$ cat src/rtl/seq_bin_to_bcd_seg.sv
// -----------------------------------------------------------------------------
// seq_bin_to_bcd_seg
//
// Sequential binary-to-decimal display driver. An accepted start captures an
// IN_W-bit unsigned value and converts it to DIGITS BCD digits with the
// shift-add-3 (double dabble) algorithm, one input bit per clock. When the last
// bit has been shifted in, the digits, the overflow flag and one active-low
// 7-segment pattern per digit are registered together and done pulses for one
// cycle. Results hold until the next conversion completes.
//
// Parameters
//   IN_W           width of the binary input (>= 1)
//   DIGITS         number of BCD digits / displays (>= 1)
//   BLANK_LEADING  1: blank zero digits above the most significant non-zero
//                  digit (ones digit always shown); 0: show every digit
//
// Ports
//   clk       in   rising-edge clock
//   rst_n     in   asynchronous active-low reset
//   start     in   conversion request, only sampled while busy = 0
//   bin       in   [IN_W-1:0]      value captured on the accepted start edge
//   busy      out  conversion in progress
//   done      out  one-cycle pulse, bcd/seg/overflow have just been updated
//   overflow  out  last value did not fit in DIGITS decimal digits
//   bcd       out  [4*DIGITS-1:0]  result digits, [3:0] = ones, [7:4] = tens ...
//   seg       out  [7*DIGITS-1:0]  patterns, [6:0] = ones, bit order {g,f,e,d,c,b,a},
//                                  0 = segment lit
// -----------------------------------------------------------------------------
module seq_bin_to_bcd_seg #(
    parameter int IN_W          = 8,
    parameter int DIGITS        = 3,
    parameter int BLANK_LEADING = 1
) (
    input  logic                  clk,
    input  logic                  rst_n,
    input  logic                  start,
    input  logic [IN_W-1:0]       bin,
    output logic                  busy,
    output logic                  done,
    output logic                  overflow,
    output logic [4*DIGITS-1:0]   bcd,
    output logic [7*DIGITS-1:0]   seg
);

    // Counter must hold the value IN_W itself.
    localparam int CNT_W = $clog2(IN_W + 1);

    localparam logic [0:0] IDLE  = 1'b0;
    localparam logic [0:0] SHIFT = 1'b1;

    localparam logic [6:0] SEG_BLANK = 7'b1111111;
    localparam logic [6:0] SEG_DASH  = 7'b0111111;

    // -------------------------------------------------------------------------
    // State
    // -------------------------------------------------------------------------
    logic [0:0]          state;
    logic [IN_W-1:0]     shreg;   // binary bits still to be shifted in
    logic [4*DIGITS-1:0] dig;     // scratch BCD digits
    logic [CNT_W-1:0]    cnt;     // shifts remaining in this conversion
    logic                ovf;     // sticky: a 1 left the top digit

    // -------------------------------------------------------------------------
    // One shift-add-3 step, computed from the current scratch state
    // -------------------------------------------------------------------------
    logic [4*DIGITS-1:0] adj;
    logic [4*DIGITS-1:0] dig_nx;
    logic [IN_W-1:0]     sh_nx;
    logic                ovf_nx;

    // NOTE: every variable assigned in an always_comb gets a default at the top
    // of the block, so no path can leave it unassigned and infer a latch.
    always_comb begin
        adj = dig;
        for (int k = 0; k < DIGITS; k++) begin
            // Each digit is corrected on its own; a digit >= 5 becomes >= 8 so
            // the following shift carries it into the next digit as a decimal
            // carry. No carry ripples between digits here.
            if (dig[4*k +: 4] >= 4'd5) begin
                adj[4*k +: 4] = dig[4*k +: 4] + 4'd3;
            end
        end
        dig_nx = {adj[4*DIGITS-2:0], shreg[IN_W-1]};
        sh_nx  = shreg << 1;
        // The bit leaving the top digit is a carry into a digit we do not
        // have; once set, the result no longer fits.
        ovf_nx = ovf | adj[4*DIGITS-1];
    end

    // -------------------------------------------------------------------------
    // 7-segment decode of the post-shift digits (used on the final shift only)
    // -------------------------------------------------------------------------
    function automatic logic [6:0] decode(input logic [3:0] d);
        logic [6:0] p;
        case (d)
            4'd0:    p = 7'b1000000;
            4'd1:    p = 7'b1111001;
            4'd2:    p = 7'b0100100;
            4'd3:    p = 7'b0110000;
            4'd4:    p = 7'b0011001;
            4'd5:    p = 7'b0010010;
            4'd6:    p = 7'b0000010;
            4'd7:    p = 7'b1111000;
            4'd8:    p = 7'b0000000;
            4'd9:    p = 7'b0010000;
            default: p = SEG_BLANK;  // 10..15 cannot come out of the converter
        endcase
        return p;
    endfunction

    logic [7*DIGITS-1:0] seg_nx;
    logic                upper_zero;

    always_comb begin
        seg_nx     = '1;
        upper_zero = 1'b1;
        // Walk from the most significant digit down; upper_zero stays set while
        // this digit and every digit above it are zero.
        for (int k = DIGITS - 1; k >= 0; k--) begin
            upper_zero = upper_zero & (dig_nx[4*k +: 4] == 4'd0);
            if (ovf_nx) begin
                seg_nx[7*k +: 7] = SEG_DASH;
            end else if ((BLANK_LEADING != 0) && (k > 0) && upper_zero) begin
                seg_nx[7*k +: 7] = SEG_BLANK;
            end else begin
                seg_nx[7*k +: 7] = decode(dig_nx[4*k +: 4]);
            end
        end
    end

    // -------------------------------------------------------------------------
    // Control FSM and registered outputs
    // -------------------------------------------------------------------------
    // NOTE: sequential state is written only with non-blocking assignments so
    // every register samples the pre-edge values regardless of statement order.
    always_ff @(posedge clk or negedge rst_n) begin
        if (!rst_n) begin
            state    <= IDLE;
            shreg    <= '0;
            dig      <= '0;
            cnt      <= '0;
            ovf      <= 1'b0;
            busy     <= 1'b0;
            done     <= 1'b0;
            overflow <= 1'b0;
            bcd      <= '0;
            seg      <= '1;
        end else begin
            done <= 1'b0;
            case (state)
                IDLE: begin
                    // busy is low in IDLE, including the done cycle, so a
                    // start there chains straight into the next conversion.
                    if (start) begin
                        shreg <= bin;
                        dig   <= '0;
                        ovf   <= 1'b0;
                        cnt   <= CNT_W'(IN_W);
                        busy  <= 1'b1;
                        state <= SHIFT;
                    end
                end
                SHIFT: begin
                    shreg <= sh_nx;
                    dig   <= dig_nx;
                    ovf   <= ovf_nx;
                    cnt   <= cnt - CNT_W'(1);
                    // Final shift: publish the post-shift value in this edge
                    // rather than spending an extra cycle.
                    if (cnt == CNT_W'(1)) begin
                        bcd      <= dig_nx;
                        overflow <= ovf_nx;
                        seg      <= seg_nx;
                        done     <= 1'b1;
                        busy     <= 1'b0;
                        state    <= IDLE;
                    end
                end
                default: begin
                    state <= IDLE;
                    busy  <= 1'b0;
                end
            endcase
        end
    end

endmodule
$ cat config.mk
export PLATFORM = sky130hd
export DESIGN_NAME = seq_bin_to_bcd_seg
export DESIGN_NICKNAME = d
export VERILOG_FILES = /design/src/rtl/seq_bin_to_bcd_seg.sv
export SDC_FILE = /design/constraint.sdc
export NUM_CORES = 1
export LEC_CHECK = 0
export ABC_AREA = 1
export CAP_MARGIN = 20
export CORE_MARGIN = 4
export CORE_UTILIZATION = 55
export CTS_CLUSTER_SIZE = 28
export DETAILED_ROUTE_END_ITERATION = 12
export HOLD_SLACK_MARGIN = 0.06
export MAX_ROUTING_LAYER = met4
export PLACE_DENSITY = 0.78
export SLEW_MARGIN = 20
export SYNTH_ARGS = -nofsm -noshare
export SYNTH_HDL_FRONTEND = slang
export SYNTH_SLANG_ARGS = --single-unit
$ cat constraint.sdc
create_clock -name clk -period 2.4 [get_ports clk]
set_input_delay 0.6 -clock clk [delete_from_list [all_inputs] [get_ports clk]]
set_output_delay 0.6 -clock clk [all_outputs]
set_load 0.02 [all_outputs]
# ---- Word-level counts from Yosys, hierarchy flattened
# Memories as Yosys holds them, arrays and structs flattened.
# Cells that the tools add are included.
dict set report word_totals {
  ff_bits 62
  mem_bits_ro 336
  in_bits 11
  out_inout_bits 36
  n_memories 3
}
# memory words width rd rd_clocked_by_memory_dff wr line_no
set mem_list {}
lappend mem_list {{(no name shown)} 16 7 1 0 0 95} ;# case (d)
lappend mem_list {{(no name shown)} 16 7 1 0 0 95}
lappend mem_list {{(no name shown)} 16 7 1 0 0 95}
dict set report op_classes {
  n_addsub 4
  magnitude_cmp 3
  eq_ne 3
  muxes 24
  bitwise_logic 3
  n_reduce_logical 4
}
# operator count
set op_table {}
lappend op_table {{7-bit 2-to-1 mux} 5}
lappend op_table {{12-bit case mux with 2 select lines} 1}
lappend op_table {{4-bit 2-to-1 mux} 4}
lappend op_table {{8-bit case mux with 2 select lines} 1}
lappend op_table {{4-bit by 2-bit adder with 4-bit output (second input constant)} 3}
lappend op_table {{4-bit by 3-bit >= comparator with 1-bit output (second input constant)} 3}
lappend op_table {{12-bit 2-to-1 mux} 1}
lappend op_table {{4-bit logical NOT} 2}
lappend op_table {{8-bit 2-to-1 mux} 1}
lappend op_table {{4-bit case mux with 2 select lines} 1}
lappend op_table {{1-bit 2-to-1 mux} 7}
lappend op_table {{1-bit case mux with 2 select lines} 3}
lappend op_table {{4-bit by 1-bit == test with 1-bit output (second input constant)} 1}
lappend op_table {{2-bit AND reduction} 2}
lappend op_table {{4-bit by 1-bit subtractor with 4-bit output (second input constant)} 1}
lappend op_table {{2-bit by 1-bit inequality test with 1-bit output (second input constant)} 1}
lappend op_table {{2-bit inequality test (second input constant)} 1}
lappend op_table {{1-bit bitwise AND} 1}
lappend op_table {{1-bit NOT} 1}
lappend op_table {{1-bit OR} 1}

# ---- Longest topological paths before layout
dict set report logic_depth {
  word_depth 6
  depth_mapped 15
  depth_no_buf 15
}

# ---- Worst setup path after synthesis
# No wires, ideal clock.
dict set report synth_path {
  kind {register -> register}
  startpoint {register dig[5]}
  endpoint {register seg[8]}
  setup_ns 0.058
  arrival_ns 1.755
  required_ns 2.342
  path_slack_ns 0.587
  path_stages_with_launch 16
  n_path_buf 0
  path_cell_list {dfrtp_1 > inv_1 > ha_1 > inv_1 > nand2_2 > nand3_2 > nand2_1 > nand2_2 > inv_1 > ha_1 > nand3b_1 > nand2_1 > inv_1 > nand3_1 > nand2_1 > inv_1}
}
dict set report synth_via {
  elab_chain_cells 6
}
# item line_no
set synth_lines {}
lappend synth_lines {{from (decl)} 59} ;# logic [4*DIGITS-1:0] dig;
lappend synth_lines {{from (signal assigned)} 165} ;# dig <= dig_nx;
lappend synth_lines {{4-bit by 2-bit adder with 4-bit output / 4-bit by 3-bit >= comparator with 1-bit output (equally long branches)} {80, 79}}
lappend synth_lines {{4-bit 2-to-1 mux (*)} 79} ;# if (dig[4*k +: 4] >= 4'd5) begin
lappend synth_lines {{branches (longest 2 deep; another with memory 16 x 7 bit)} n/a}
lappend synth_lines {{7-bit 2-to-1 mux (*)} 123} ;# end else if ((BLANK_LEADING != 0) && (k > 0) && upper_zero) begin
lappend synth_lines {{7-bit 2-to-1 mux (*)} 121} ;# if (ovf_nx) begin
lappend synth_lines {{to (signal assigned)} 173} ;# seg <= seg_nx;
lappend synth_lines {{to (decl)} 42} ;# output logic [7*DIGITS-1:0] seg
# Mark *: on every way between the ends.
# A chain may end at the register's enable or synchronous reset.

# ---- Final worst setup path
dict set report layout_path {
  startpoint {register dig[4]}
  endpoint {register seg[7]}
}
dict set report layout_via {
  elab_chain_cells 6
}
# item line_no
set layout_lines {}
lappend layout_lines {{4-bit by 2-bit adder with 4-bit output / 4-bit by 3-bit >= comparator with 1-bit output (equally long branches)} {80, 79}}
lappend layout_lines {{4-bit 2-to-1 mux (*)} 79}
lappend layout_lines {{via adj[7]} 66} ;# logic [4*DIGITS-1:0] adj;
lappend layout_lines {{4-bit logical NOT (*)} 120} ;# upper_zero = upper_zero & (dig_nx[4*k +: 4] == 4'd0);
lappend layout_lines {{1-bit bitwise AND (*)} 120}
lappend layout_lines {{7-bit 2-to-1 mux (*)} 123}
lappend layout_lines {{7-bit 2-to-1 mux (*)} 121}
# Mark *: on every way through the listed nets, which the timed path passes. The rest lies on a longest branch.

==> impl_metrics.tcl <==
set metrics [dict create \
    p_comb_frac 0.573 \
    pre_cts_ws_ns 0.268 \
    power_uw 6950 \
    hold_buffers 0 \
    syn_area_mm2 0.00342 \
    synth_top_area_frac 0.300 \
    htreeDepth 3 \
    reg2reg_from "dig[4]" \
    r2r_setup_slack_ns 0.28 \
    skew_ns 0.0105 \
    drive_above_1_share 0.163 \
    cp.buffers_inverters 3 \
    insertion_delay_ns 0.33 \
    cts_setup_buffers 0 \
    num_vias 2958 \
    worst_setup_path_start_kind "flop" \
    worst-path-stages 13 \
    core_area_mm2 0.00599 \
    cpPeakStageDelay_ns 0.40 \
    worstRegToRegCells 13 \
    fin_setup_tns_ns 0 \
    cts_buffers 9 \
    grt_pass1_vias 3068 \
    grt_pass1_wl_um 13500 \
    antenna_found_initial 0 \
    cp_data_required_time_ns 2.66 \
    drtIter0Drc 177 \
    seqPwrFrac 0.271 \
    synthTopCellsByCount "nand2_1 (113), inv_1 (48), dfrtp_1 (41), nand3_1 (38), nor2_1 (36)" \
    grt_max_degree 33 \
    slew_viol_final 0 \
    drcViolationCount 0 \
    grt_overflow 0 \
    ctsResizeCount 0 \
    power.switching_uw 3230 \
    hold_violations 0 \
    cts_tree "done" \
    setup_viol 0 \
    synthToLayoutAreaGrowth_pct 22.7 \
    grtUsageTotal 0.230 \
    p_sw_frac 0.464 \
    wl_per_cell_um 13.7 \
    nNetsFinal 511 \
    clock-sinks 62 \
    die_w_um 86.9 \
    ys_seq_elements 62 \
    synth_area_leaders "dfrtp_1 (30%), dfstp_2 (16%), nand2_1 (12%), ha_1 (7.7%), nand3_1 (5.6%)" \
    endpoint_kind "flop" \
    die_y_um 86.9 \
    start_util 0.571 \
    arrival_ns 2.38 \
    dieArea_mm2 0.00755 \
    max_slew_margin 0.645 \
    path_cells "inv_1, ha_1, inv_1, nand2_2, nand2_1, nand3_1, nand2_1, inv_1, ha_1, nand3_2, nor2_2, nor2_2, a21oi_1" \
    clk_pin_slew_ns 0.07 \
    synth_cell_types 28 \
    port_buffers 46 \
    powerDensity_mw_per_mm2 1650 \
    detail-route-antenna-nets 0 \
    r2r_end "seg[7]" \
    fmax_mhz 472 \
    cp-startpoint "dig[4]" \
    syn_nets 458 \
    nFillCells 489 \
    postSynth.asyncResetShare 1.00 \
    dp_hpwl_um 5450 \
    worstPathMaxFanout 6 \
    vias_per_cell 5.29 \
    cp_top_family "simple AND/OR/NAND/NOR gates" \
    yosysTopAreaCell "dfrtp_1" \
    fin_hold_ws_ns 0.236 \
    vdd_drop_max_uv 906 \
    synth_seq_area_share 0.461 \
    synth-edff-count 0 \
    synth_area_per_cell_um2 8.04 \
    p_int_uw 3720 \
    p_leak_uw 0.00206 \
    min_path_type "primary input to asynchronous set/reset pin" \
    netlist_instances 426 \
    crit_end "seg[7]" \
    slowest_stage "dfrtp_1" \
    rsz0062_at_grt "false" \
    drv_cap 0 \
    gp_congestion 0.894 \
    outcome "finished clean" \
    ioPinCount 47 \
    fin_util 0.701 \
    clockBufferDepth 2 \
    power.share.clock 0.157 \
    diodes 0 \
    synth.most_common_cell "nand2_1" \
    cts-root-buf "clkbuf_8" \
    ys_warn_count 0 \
    rows 28 \
    synth_ff_type "dfrtp_1" \
    drtPass1Iterations 4 \
    worst_slack_ns 0.282 \
    period_share 0.883 \
    crit_top_cell "inv_1" \
    crit_type "flop to flop" \
    drt_wl_total_um 7660 \
    min_period_ns 2.12 \
    tightest_slew_ns 0.533 \
]
layer usage:
metal / wire length [um] / share of wire / global-route usage
met5: 0 / 0 / -
met4: 133 / 0.017 / 0.0892
met3: 332 / 0.043 / 0.0360
met2: 3860 / 0.50 / 0.384
met1: 3340 / 0.44 / 0.280
cells in the final DEF, fill, tap and decap left out, drive strengths merged:
cell type	instances
buf	6
inv	56
o21bai	1
clkinv	1
clkdlybuf4s50	45
nand4	6
nand3b	1
a31oi	1
dfstp	21
nor2	39
clkbuf	12
nand3	44
o22ai	14
o211ai	2
a22oi	1
ha	21
bufinv	3
o21ai	25
dfrtp	41
nand2	128
a21oi	12
or2	4
stage by stage:
stage               cells  instance area, um2
floorplan             426                3420
global placement      543                3970
detailed placement    543                3970
CTS                   559                4200
global route          559                4200
finish                559                4200
logic make-up (layout without fill, tap and decap cells):
| logic type | after synthesis | count (layout) | synth area share |
|---|---|---|---|
| and+or+nand+nor | 222 | 222 | 0.297 |
| buffers and inverters | 65 | 123 | 0.0731 |
| DFF | 62 | 62 | 0.461 |
| AOI/OAI and AO/OA | 56 | 56 | 0.0925 |
| adders and majority gates | 21 | 21 | 0.0768 |
state kept, by name, indices dropped and copies added (netlist names):
register,count
state,1
busy,1
cnt,4
ovf,1
bcd,12
done,1
overflow,1
shreg,8
dig,12
seg,21
worst reg2reg max path, stage by stage (launching register included):
cell     delay [ns]
dfrtp_1        0.40
inv_1          0.13
ha_1           0.18
inv_1          0.05
nand2_2        0.12
nand2_1        0.06
nand3_1        0.08
nand2_1        0.12
inv_1          0.21
ha_1           0.24
nand3_2        0.14
nor2_2         0.13
nor2_2         0.07
a21oi_1        0.13
final cells by class:
type	count	area, um2	share of cell area
clock buffers	12	135	0.0322
repair buffers	51	493	0.117
multi-input cells	299	1600	0.380
flip-flops and latches	62	1580	0.376
inverters	56	210	0.0500
well taps	75	93.8	0.0223
clock inverters	4	95.1	0.0226
power by group through the flow:
| stage | Clock, uW | Sequential [uW] | Combinational [uW] |
|---|---|---|---|
| 2_1_floorplan | 0 | 2130 | 2550 |
| 3_3_place_gp | 0 | 1880 | 3860 |
| 3_5_place_dp | 0 | 1890 | 3960 |
| 4_1_cts | 1110 | 1880 | 3990 |
| 5_1_grt | 1160 | 1950 | 4460 |
| 6_report | 1090 | 1880 | 3980 |
worst min-delay path by stage:
stage / to / slack, ns / cells after the start
after floorplan: bcd[0] / 0.30 / 0
after global placement: seg[13] / 0.46 / 2
after detailed placement: seg[6] / 0.46 / 2
after CTS: bcd[3] / 0.25 / 1
after global routing: bcd[3] / 0.26 / 1
final: bcd[3] / 0.24 / 1
Note: power is estimated with default switching activity, not from simulation.
